==> src/rtl/fdct_pkg.sv <==
`default_nettype none
// ============================================================================
// Module      : fdct_pkg
// Description : Shared defaults and types for the FDCT arithmetic helpers.
// Revision    : 1.0 - initial release
// ============================================================================
package fdct_pkg;

  // Default operand width and requester count for the shared adder.
  localparam int ADD_WIDTH = 8;
  localparam int ADD_NREQ  = 4;

  // Requester index at the default requester count.
  typedef logic [$clog2(ADD_NREQ)-1:0] req_idx_t;

endpackage
`default_nettype wire

==> src/rtl/adder.sv <==
`default_nettype none
// ============================================================================
// Module      : adder
// Description : Unsigned WIDTH-bit adder with a carry-out bit; the result is
//               WIDTH+1 bits wide so it can never overflow.
// Revision    : 1.0 - initial release
// ============================================================================
module adder #(
  parameter int WIDTH = 8
) (
  input  logic [WIDTH-1:0] a,
  input  logic [WIDTH-1:0] b,
  output logic [WIDTH:0]   sum
);

  // Zero-extend both operands so the carry lands in bit WIDTH.
  always_comb begin
    sum = {1'b0, a} + {1'b0, b};
  end

endmodule
`default_nettype wire

==> src/rtl/adder_arbiter.sv <==
`default_nettype none
// ============================================================================
// Module      : adder_arbiter
// Description : Round-robin arbiter sharing one adder among NREQ requesters,
//               with a single registered response stage (valid/ready on both
//               sides, one result per cycle at full throughput).
// Revision    : 1.0 - initial release
// ============================================================================
module adder_arbiter
  import fdct_pkg::*;
#(
  parameter  int WIDTH = ADD_WIDTH,
  parameter  int NREQ  = ADD_NREQ,
  localparam int IDW   = $clog2(NREQ)
) (
  input  logic                  clk,
  input  logic                  reset,
  input  logic [NREQ-1:0]       req_valid,
  output logic [NREQ-1:0]       req_ready,
  input  logic [NREQ*WIDTH-1:0] req_a,
  input  logic [NREQ*WIDTH-1:0] req_b,
  output logic                  rsp_valid,
  input  logic                  rsp_ready,
  output logic [WIDTH:0]        rsp_sum,
  output logic [IDW-1:0]        rsp_id
);

  // One extra bit so rr_ptr + offset never wraps before the modulo fix-up.
  localparam int IW1 = IDW + 1;
  localparam logic [IW1-1:0] c_nreq = IW1'(NREQ);
  localparam logic [IDW-1:0] c_last = IDW'(NREQ - 1);

  logic [IDW-1:0]   r_rr_ptr;
  logic             r_rsp_valid;
  logic [WIDTH:0]   r_rsp_sum;
  logic [IDW-1:0]   r_rsp_id;

  logic             w_slot_free;
  logic [NREQ-1:0]  w_grant;
  logic             w_found;
  logic [IDW-1:0]   w_gidx;
  logic [IDW-1:0]   w_ptr_next;
  logic             w_accept;
  logic [WIDTH-1:0] w_op_a;
  logic [WIDTH-1:0] w_op_b;
  logic [WIDTH:0]   w_sum;

  // The output register can take a new result when empty or being drained.
  assign w_slot_free = ~r_rsp_valid | rsp_ready;

  // Round-robin search: first valid requester starting at rr_ptr, modulo NREQ.
  always_comb begin
    logic [IW1-1:0] pos;
    pos     = '0;
    w_grant = '0;
    w_found = 1'b0;
    w_gidx  = '0;
    for (int k = 0; k < NREQ; k++) begin
      pos = {1'b0, r_rr_ptr} + IW1'(k);
      if (pos >= c_nreq) begin
        pos = pos - c_nreq;
      end
      if (!w_found && req_valid[pos[IDW-1:0]]) begin
        w_found                = 1'b1;
        w_grant[pos[IDW-1:0]]  = 1'b1;
        w_gidx                 = pos[IDW-1:0];
      end
    end
  end

  // Ready only to the granted requester, only with a free slot, never in reset.
  assign req_ready = w_grant & {NREQ{w_slot_free & ~reset}};
  assign w_accept  = w_found & w_slot_free & ~reset;

  // Pointer moves to the requester just after the winner, wrapping to 0.
  assign w_ptr_next = (w_gidx == c_last) ? '0 : w_gidx + IDW'(1);

  // One-hot AND-OR operand mux feeding the shared adder.
  always_comb begin
    w_op_a = '0;
    w_op_b = '0;
    for (int i = 0; i < NREQ; i++) begin
      w_op_a = w_op_a | (req_a[i*WIDTH +: WIDTH] & {WIDTH{w_grant[i]}});
      w_op_b = w_op_b | (req_b[i*WIDTH +: WIDTH] & {WIDTH{w_grant[i]}});
    end
  end

  adder #(
    .WIDTH (WIDTH)
  ) u_adder (
    .a   (w_op_a),
    .b   (w_op_b),
    .sum (w_sum)
  );

  // Response register: load on accept, clear valid on drain, hold otherwise.
  always_ff @(posedge clk or posedge reset) begin
    if (reset) begin
      r_rsp_valid <= 1'b0;
      r_rsp_sum   <= '0;
      r_rsp_id    <= '0;
      r_rr_ptr    <= '0;
    end else if (w_accept) begin
      r_rsp_valid <= 1'b1;
      r_rsp_sum   <= w_sum;
      r_rsp_id    <= w_gidx;
      r_rr_ptr    <= w_ptr_next;
    end else if (r_rsp_valid && rsp_ready) begin
      r_rsp_valid <= 1'b0;
    end
  end

  assign rsp_valid = r_rsp_valid;
  assign rsp_sum   = r_rsp_sum;
  assign rsp_id    = r_rsp_id;

endmodule
`default_nettype wire

==> config.mk <==
export PLATFORM = sky130hd
export DESIGN_NAME = adder_arbiter
export DESIGN_NICKNAME = d
export VERILOG_FILES = /design/src/rtl/fdct_pkg.sv /design/src/rtl/adder.sv /design/src/rtl/adder_arbiter.sv
export SDC_FILE = /design/constraint.sdc
export NUM_CORES = 1
export LEC_CHECK = 0
export ABC_AREA = 0
export CAP_MARGIN = 15
export CORE_MARGIN = 2
export CORE_UTILIZATION = 33
export DETAILED_ROUTE_END_ITERATION = 10
export GPL_TIMING_DRIVEN = 0
export HOLD_SLACK_MARGIN = 0.15
export SETUP_SLACK_MARGIN = 0.5
export SLEW_MARGIN = 20
export SYNTH_ARGS = -nofsm -noshare
export SYNTH_HDL_FRONTEND = slang
export SYNTH_SLANG_ARGS = --single-unit
==> constraint.sdc <==
create_clock -name clk -period 6.2 [get_ports clk]
set_input_delay 1.55 -clock clk [delete_from_list [all_inputs] [get_ports clk]]
set_output_delay 1.55 -clock clk [all_outputs]
set_load 0.02 [all_outputs]
==> flow_results.xml <==
<?xml version="1.0" encoding="UTF-8"?>
<metrics>
  <group name="worst_setup_path">
    <metric name="crit_buf_inv" unit="">5</metric>
    <metric name="cp_data_arrival_time" unit="ns">4.03</metric>
    <metric name="setup.worst_path.start_class" unit="">input port</metric>
    <metric name="crit_family" unit="">buffers and inverters</metric>
    <metric name="worst_setup_path_end_kind" unit="">output port</metric>
    <metric name="worstPathRequired" unit="ns">4.65</metric>
    <metric name="critical-path-max-stage-delay" unit="ns">0.51</metric>
    <metric name="crit_path_cell_trace" unit="">clkdlybuf4s50_1 -&gt; buf_2 -&gt; mux4_2 -&gt; buf_6 -&gt; o21a_1 -&gt; nor2_4 -&gt; buf_6 -&gt; a221oi_1 -&gt; nor2_1 -&gt; dlygate4sd2_1</metric>
    <metric name="cell_type_with_the_highest_occurrence_count_on_the_critical_path" unit="">buf_6</metric>
    <metric name="critical_path_class" unit="">in -&gt; out</metric>
    <metric name="critPathSlowestCell" unit="">mux4_2</metric>
    <metric name="max_fo_critical_path" unit="">10</metric>
  </group>
  <group name="global_route">
    <metric name="globalRoute.totalOverflow" unit="">0</metric>
    <metric name="maximum_number_of_pins_on_one_net_before_global_route_repair" unit="">17</metric>
    <metric name="number_of_antenna_violations_at_the_first_check_in_global_routing" unit="">0</metric>
    <metric name="via_count_of_the_first_global_routing_pass" unit="">3029</metric>
    <metric name="grt_first_pass_wirelength" unit="microns">15200</metric>
    <metric name="grt_total_usage" unit="%">22.0</metric>
  </group>
  <group name="job">
    <metric name="max_cap_viol_count" unit="">0</metric>
  </group>
  <group name="finish">
    <metric name="mostFrequentLayoutCells" unit="">81 x a22oi_1, 80 x clkdlybuf4s50_1, 56 x nand2_1</metric>
    <metric name="most_common_library_cell_in_the_layout_ignoring_fill_and_taps" unit="">a22oi_1</metric>
    <metric name="design.final.nets" unit="">527</metric>
    <metric name="syn_to_final_growth" unit="%">40.5</metric>
    <metric name="nFillCells" unit="">777</metric>
    <metric name="end_of_flow_core_utilization" unit="%">47.4</metric>
    <metric name="post_route_cells_drive_above_1_share" unit="%">8.66</metric>
    <metric name="number_of_diodes" unit="">0</metric>
  </group>
  <group name="hold_path">
    <metric name="min-delay-path-class" unit="">reg -&gt; reg</metric>
  </group>
  <group name="clock_network">
    <metric name="clk_pin_slew_worst_paths" unit="ns">0.06</metric>
    <metric name="insertion_delay" unit="ns">0.25</metric>
    <metric name="clk_root_buffer_cell" unit="">clkbuf_8</metric>
    <metric name="htree_num_levels" unit="">1</metric>
    <metric name="cts_tree" unit="">yes</metric>
    <metric name="cts-buffers-inserted" unit="">3</metric>
    <metric name="ctsLongestPathBuffers" unit="">2</metric>
    <metric name="postCtsHoldBufs" unit="">0</metric>
    <metric name="clock_sinks" unit="">14</metric>
  </group>
  <group name="sta">
    <metric name="hold_viol_final" unit="">0</metric>
    <metric name="setup-tns-final" unit="ns">0</metric>
    <metric name="finalCriticalPeriod" unit="ns">5.58</metric>
    <metric name="min_period_over_period" unit="%">90.0</metric>
    <metric name="grt_setup_unrepaired" unit="">false</metric>
    <metric name="timing_worst_slew_pin_value" unit="ns">0.613</metric>
    <metric name="max-slew-margin-rel" unit="%">58.3</metric>
    <metric name="setup-violations-final" unit="">0</metric>
    <metric name="finClkSkew" unit="ns">0.00239</metric>
    <metric name="timing_max_transition_violations_final" unit="">0</metric>
    <metric name="timing.fmax" unit="MHz">179</metric>
  </group>
  <group name="synth">
    <metric name="xor_xnor_cell_area_share_of_the_yosys_netlist" unit="%">1.70</metric>
    <metric name="synth.largest_area_cell" unit="">a22oi_1</metric>
    <metric name="postSynth.topFlopCell" unit="">dfrtp_1</metric>
    <metric name="yosys_register_bits" unit="">14</metric>
    <metric name="post-synth-top-area-fraction" unit="%">23.5</metric>
    <metric name="synth_fa_ha_area_share" unit="%">8.04</metric>
    <metric name="synthSimpleGateAreaFrac" unit="%">19.4</metric>
    <metric name="synth_fp_nets" unit="">436</metric>
    <metric name="syn-cell-area" unit="sq um">2580</metric>
    <metric name="synth_compound_area_share" unit="%">43.4</metric>
    <metric name="synth-async-reset-ratio" unit="%">100</metric>
    <metric name="synth_top_family_by_area" unit="">compound AO/OA/AOI/OAI gates</metric>
    <metric name="synth_sequential_area_ratio" unit="%">13.6</metric>
    <metric name="synth_top_cells_by_area" unit="">a22oi_1 24%, dfrtp_1 14%, nand2_1 8.1%</metric>
    <metric name="synth_enable_flop_cells" unit="">0</metric>
    <metric name="post_synth.cell_area_avg" unit="sq um">7.40</metric>
    <metric name="synth_warnings" unit="">0</metric>
    <metric name="postSynthCellCount" unit="">349</metric>
    <metric name="synth.lib_cells_used.distinct" unit="">45</metric>
    <metric name="synth.area.mux_share" unit="%">5.67</metric>
  </group>
  <group name="floorplan">
    <metric name="die_w" unit="microns">92.5</metric>
    <metric name="core-area" unit="sq um">7650</metric>
    <metric name="initial_utilization" unit="%">33.8</metric>
    <metric name="top_level_ports" unit="">87</metric>
    <metric name="fp.dieArea" unit="sq um">8550</metric>
    <metric name="number_of_placement_rows" unit="">32</metric>
    <metric name="die-height" unit="microns">92.5</metric>
  </group>
  <group name="route">
    <metric name="drt.antenna.violating_nets" unit="">0</metric>
    <metric name="total_length_of_routed_wires" unit="microns">9710</metric>
    <metric name="detailroute.via_count" unit="">3209</metric>
    <metric name="initial_drc_count" unit="">339</metric>
    <metric name="wl_per_cell" unit="microns">18.0</metric>
    <metric name="route.detailed.vias_per_inst" unit="">5.93</metric>
    <metric name="drtPass1Iterations" unit="">6</metric>
    <metric name="drc" unit="">0</metric>
  </group>
  <group name="run_status">
    <metric name="run_status" unit="">finished clean</metric>
  </group>
  <group name="pwr">
    <metric name="pwr_density_cell" unit="nW/um^2">596</metric>
    <metric name="cellLeakagePower" unit="nW">1.41</metric>
    <metric name="vdd_ir_drop_max" unit="V">0.000209</metric>
  </group>
  <group name="placement">
    <metric name="numPortBuffers" unit="">84</metric>
    <metric name="detailed_place_hpwl" unit="microns">7270</metric>
    <metric name="globalplace.congestion" unit="">0.899</metric>
  </group>
</metrics>
==> area by class of cell <==
class	instances	area [sq um]	share of cell area (%)
multi-input cells	295	2020	55.7
repair buffers	86	858	23.7
flip-flops and latches	14	350	9.66
well taps	102	128	3.52
inverters	6	22.5	0.621
plain buffers	34	194	5.35
clock buffers	4	55.1	1.52
==> synthesized netlist by cell type, drive strengths merged (2+ instances only) <==
cell type / number
a21o: 2
a21oi: 24
a221oi: 18
a22oi: 81
and4: 2
buf: 16
clkbuf: 18
dfrtp: 14
ha: 15
inv: 6
mux2: 6
mux2i: 3
mux4: 2
nand2: 56
nand2b: 2
nand3: 17
nand4: 3
nor2: 16
nor2b: 3
nor3: 4
nor3b: 2
o211ai: 2
o21a: 5
o21ai: 14
o21bai: 2
o31ai: 3
xnor2: 2
xor2: 3
==> worst register-to-register path, delay by kind of cell (launching register included) <==
family | cells | cell delay [ns]
buffers and inverters | 6 | 1.17
AO/OA/AOI/OAI | 3 | 0.47
adder cells (fa/ha/maj) | 3 | 0.88
multiplexers | 2 | 0.61
AND/OR/NAND/NOR | 5 | 0.70
flip-flops | 1 | 0.58
==> flip-flops by register name, summed over array words and instances (netlist names), named ones only <==
signal     count
rsp_id         2
r_rr_ptr       1
rsp_sum        9
rsp_valid      1
==> cells by family after synthesis <==
logic type,after synthesis
AOI/OAI and AO/OA,156
and+or+nand+nor,107
buffers and inverters,40
adders and majority gates,16
DFF,14
muxes,11
xor gates and xnor gates,5
==> worst paths after layout <==
kind	to	slack, ns	cells past startpoint	from
setup / recovery	req_ready[3]	0.62	10	req_valid[2]
hold / removal	rsp_sum[2]	0.48	2	rsp_sum[2]
setup reg to reg	rsp_sum[4]	1.68	19	register
hold reg to reg	rsp_sum[2]	0.48	2	rsp_sum[2]
max in group asynchronous	async pin	4.17	2	reset
min in group asynchronous	rsp_sum[0]	1.66	2	reset
==> metrics by stage <==
stage | setup slack (ns) | total power (W) | hold WS [ns] | cell area, sq um | instances
final | 0.621 | 0.00216 | 0.480 | 3630 | 541
after global routing | 0.519 | 0.00238 | 0.509 | 3630 | 541
after CTS | 0.537 | 0.00215 | 0.487 | 3600 | 539
after detailed placement | 0.362 | 0.00205 | 0.472 | 3550 | 535
after global placement | 0.331 | 0.00203 | 0.460 | 3550 | 535
after floorplan | 1.46 | 0.00153 | 0.579 | 2580 | 349
==> repair_timing <==
item | 4_1_cts | 5_1_grt
pin swaps | 0 | 1
setup buffers | 0 | 2
endpoints found under the setup margin | 4 | 3
resized for setup | 3 | 4
==> power breakdown <==
| group | total (W) | switching [W] | internal, W |
|---|---|---|---|
| Clock | 0.0000894 | 0.0000331 | 0.0000563 |
| Combinational | 0.00189 | 0.00109 | 0.000804 |
| Sequential | 0.000178 | 0.0000368 | 0.000141 |
==> per-layer routing <==
layer / track usage (%) / share of wire, % / vias up
met2: 36.6 / 47 / 182
met3: 1.06 / 8.9 / 11
met4: 7.96 / 1.4 / 0
met1: 30.1 / 43 / 1474
li1: - / - / 1542
met5: 0 / 0 / -
No activity file was read; power rests on OpenSTA's default activity.
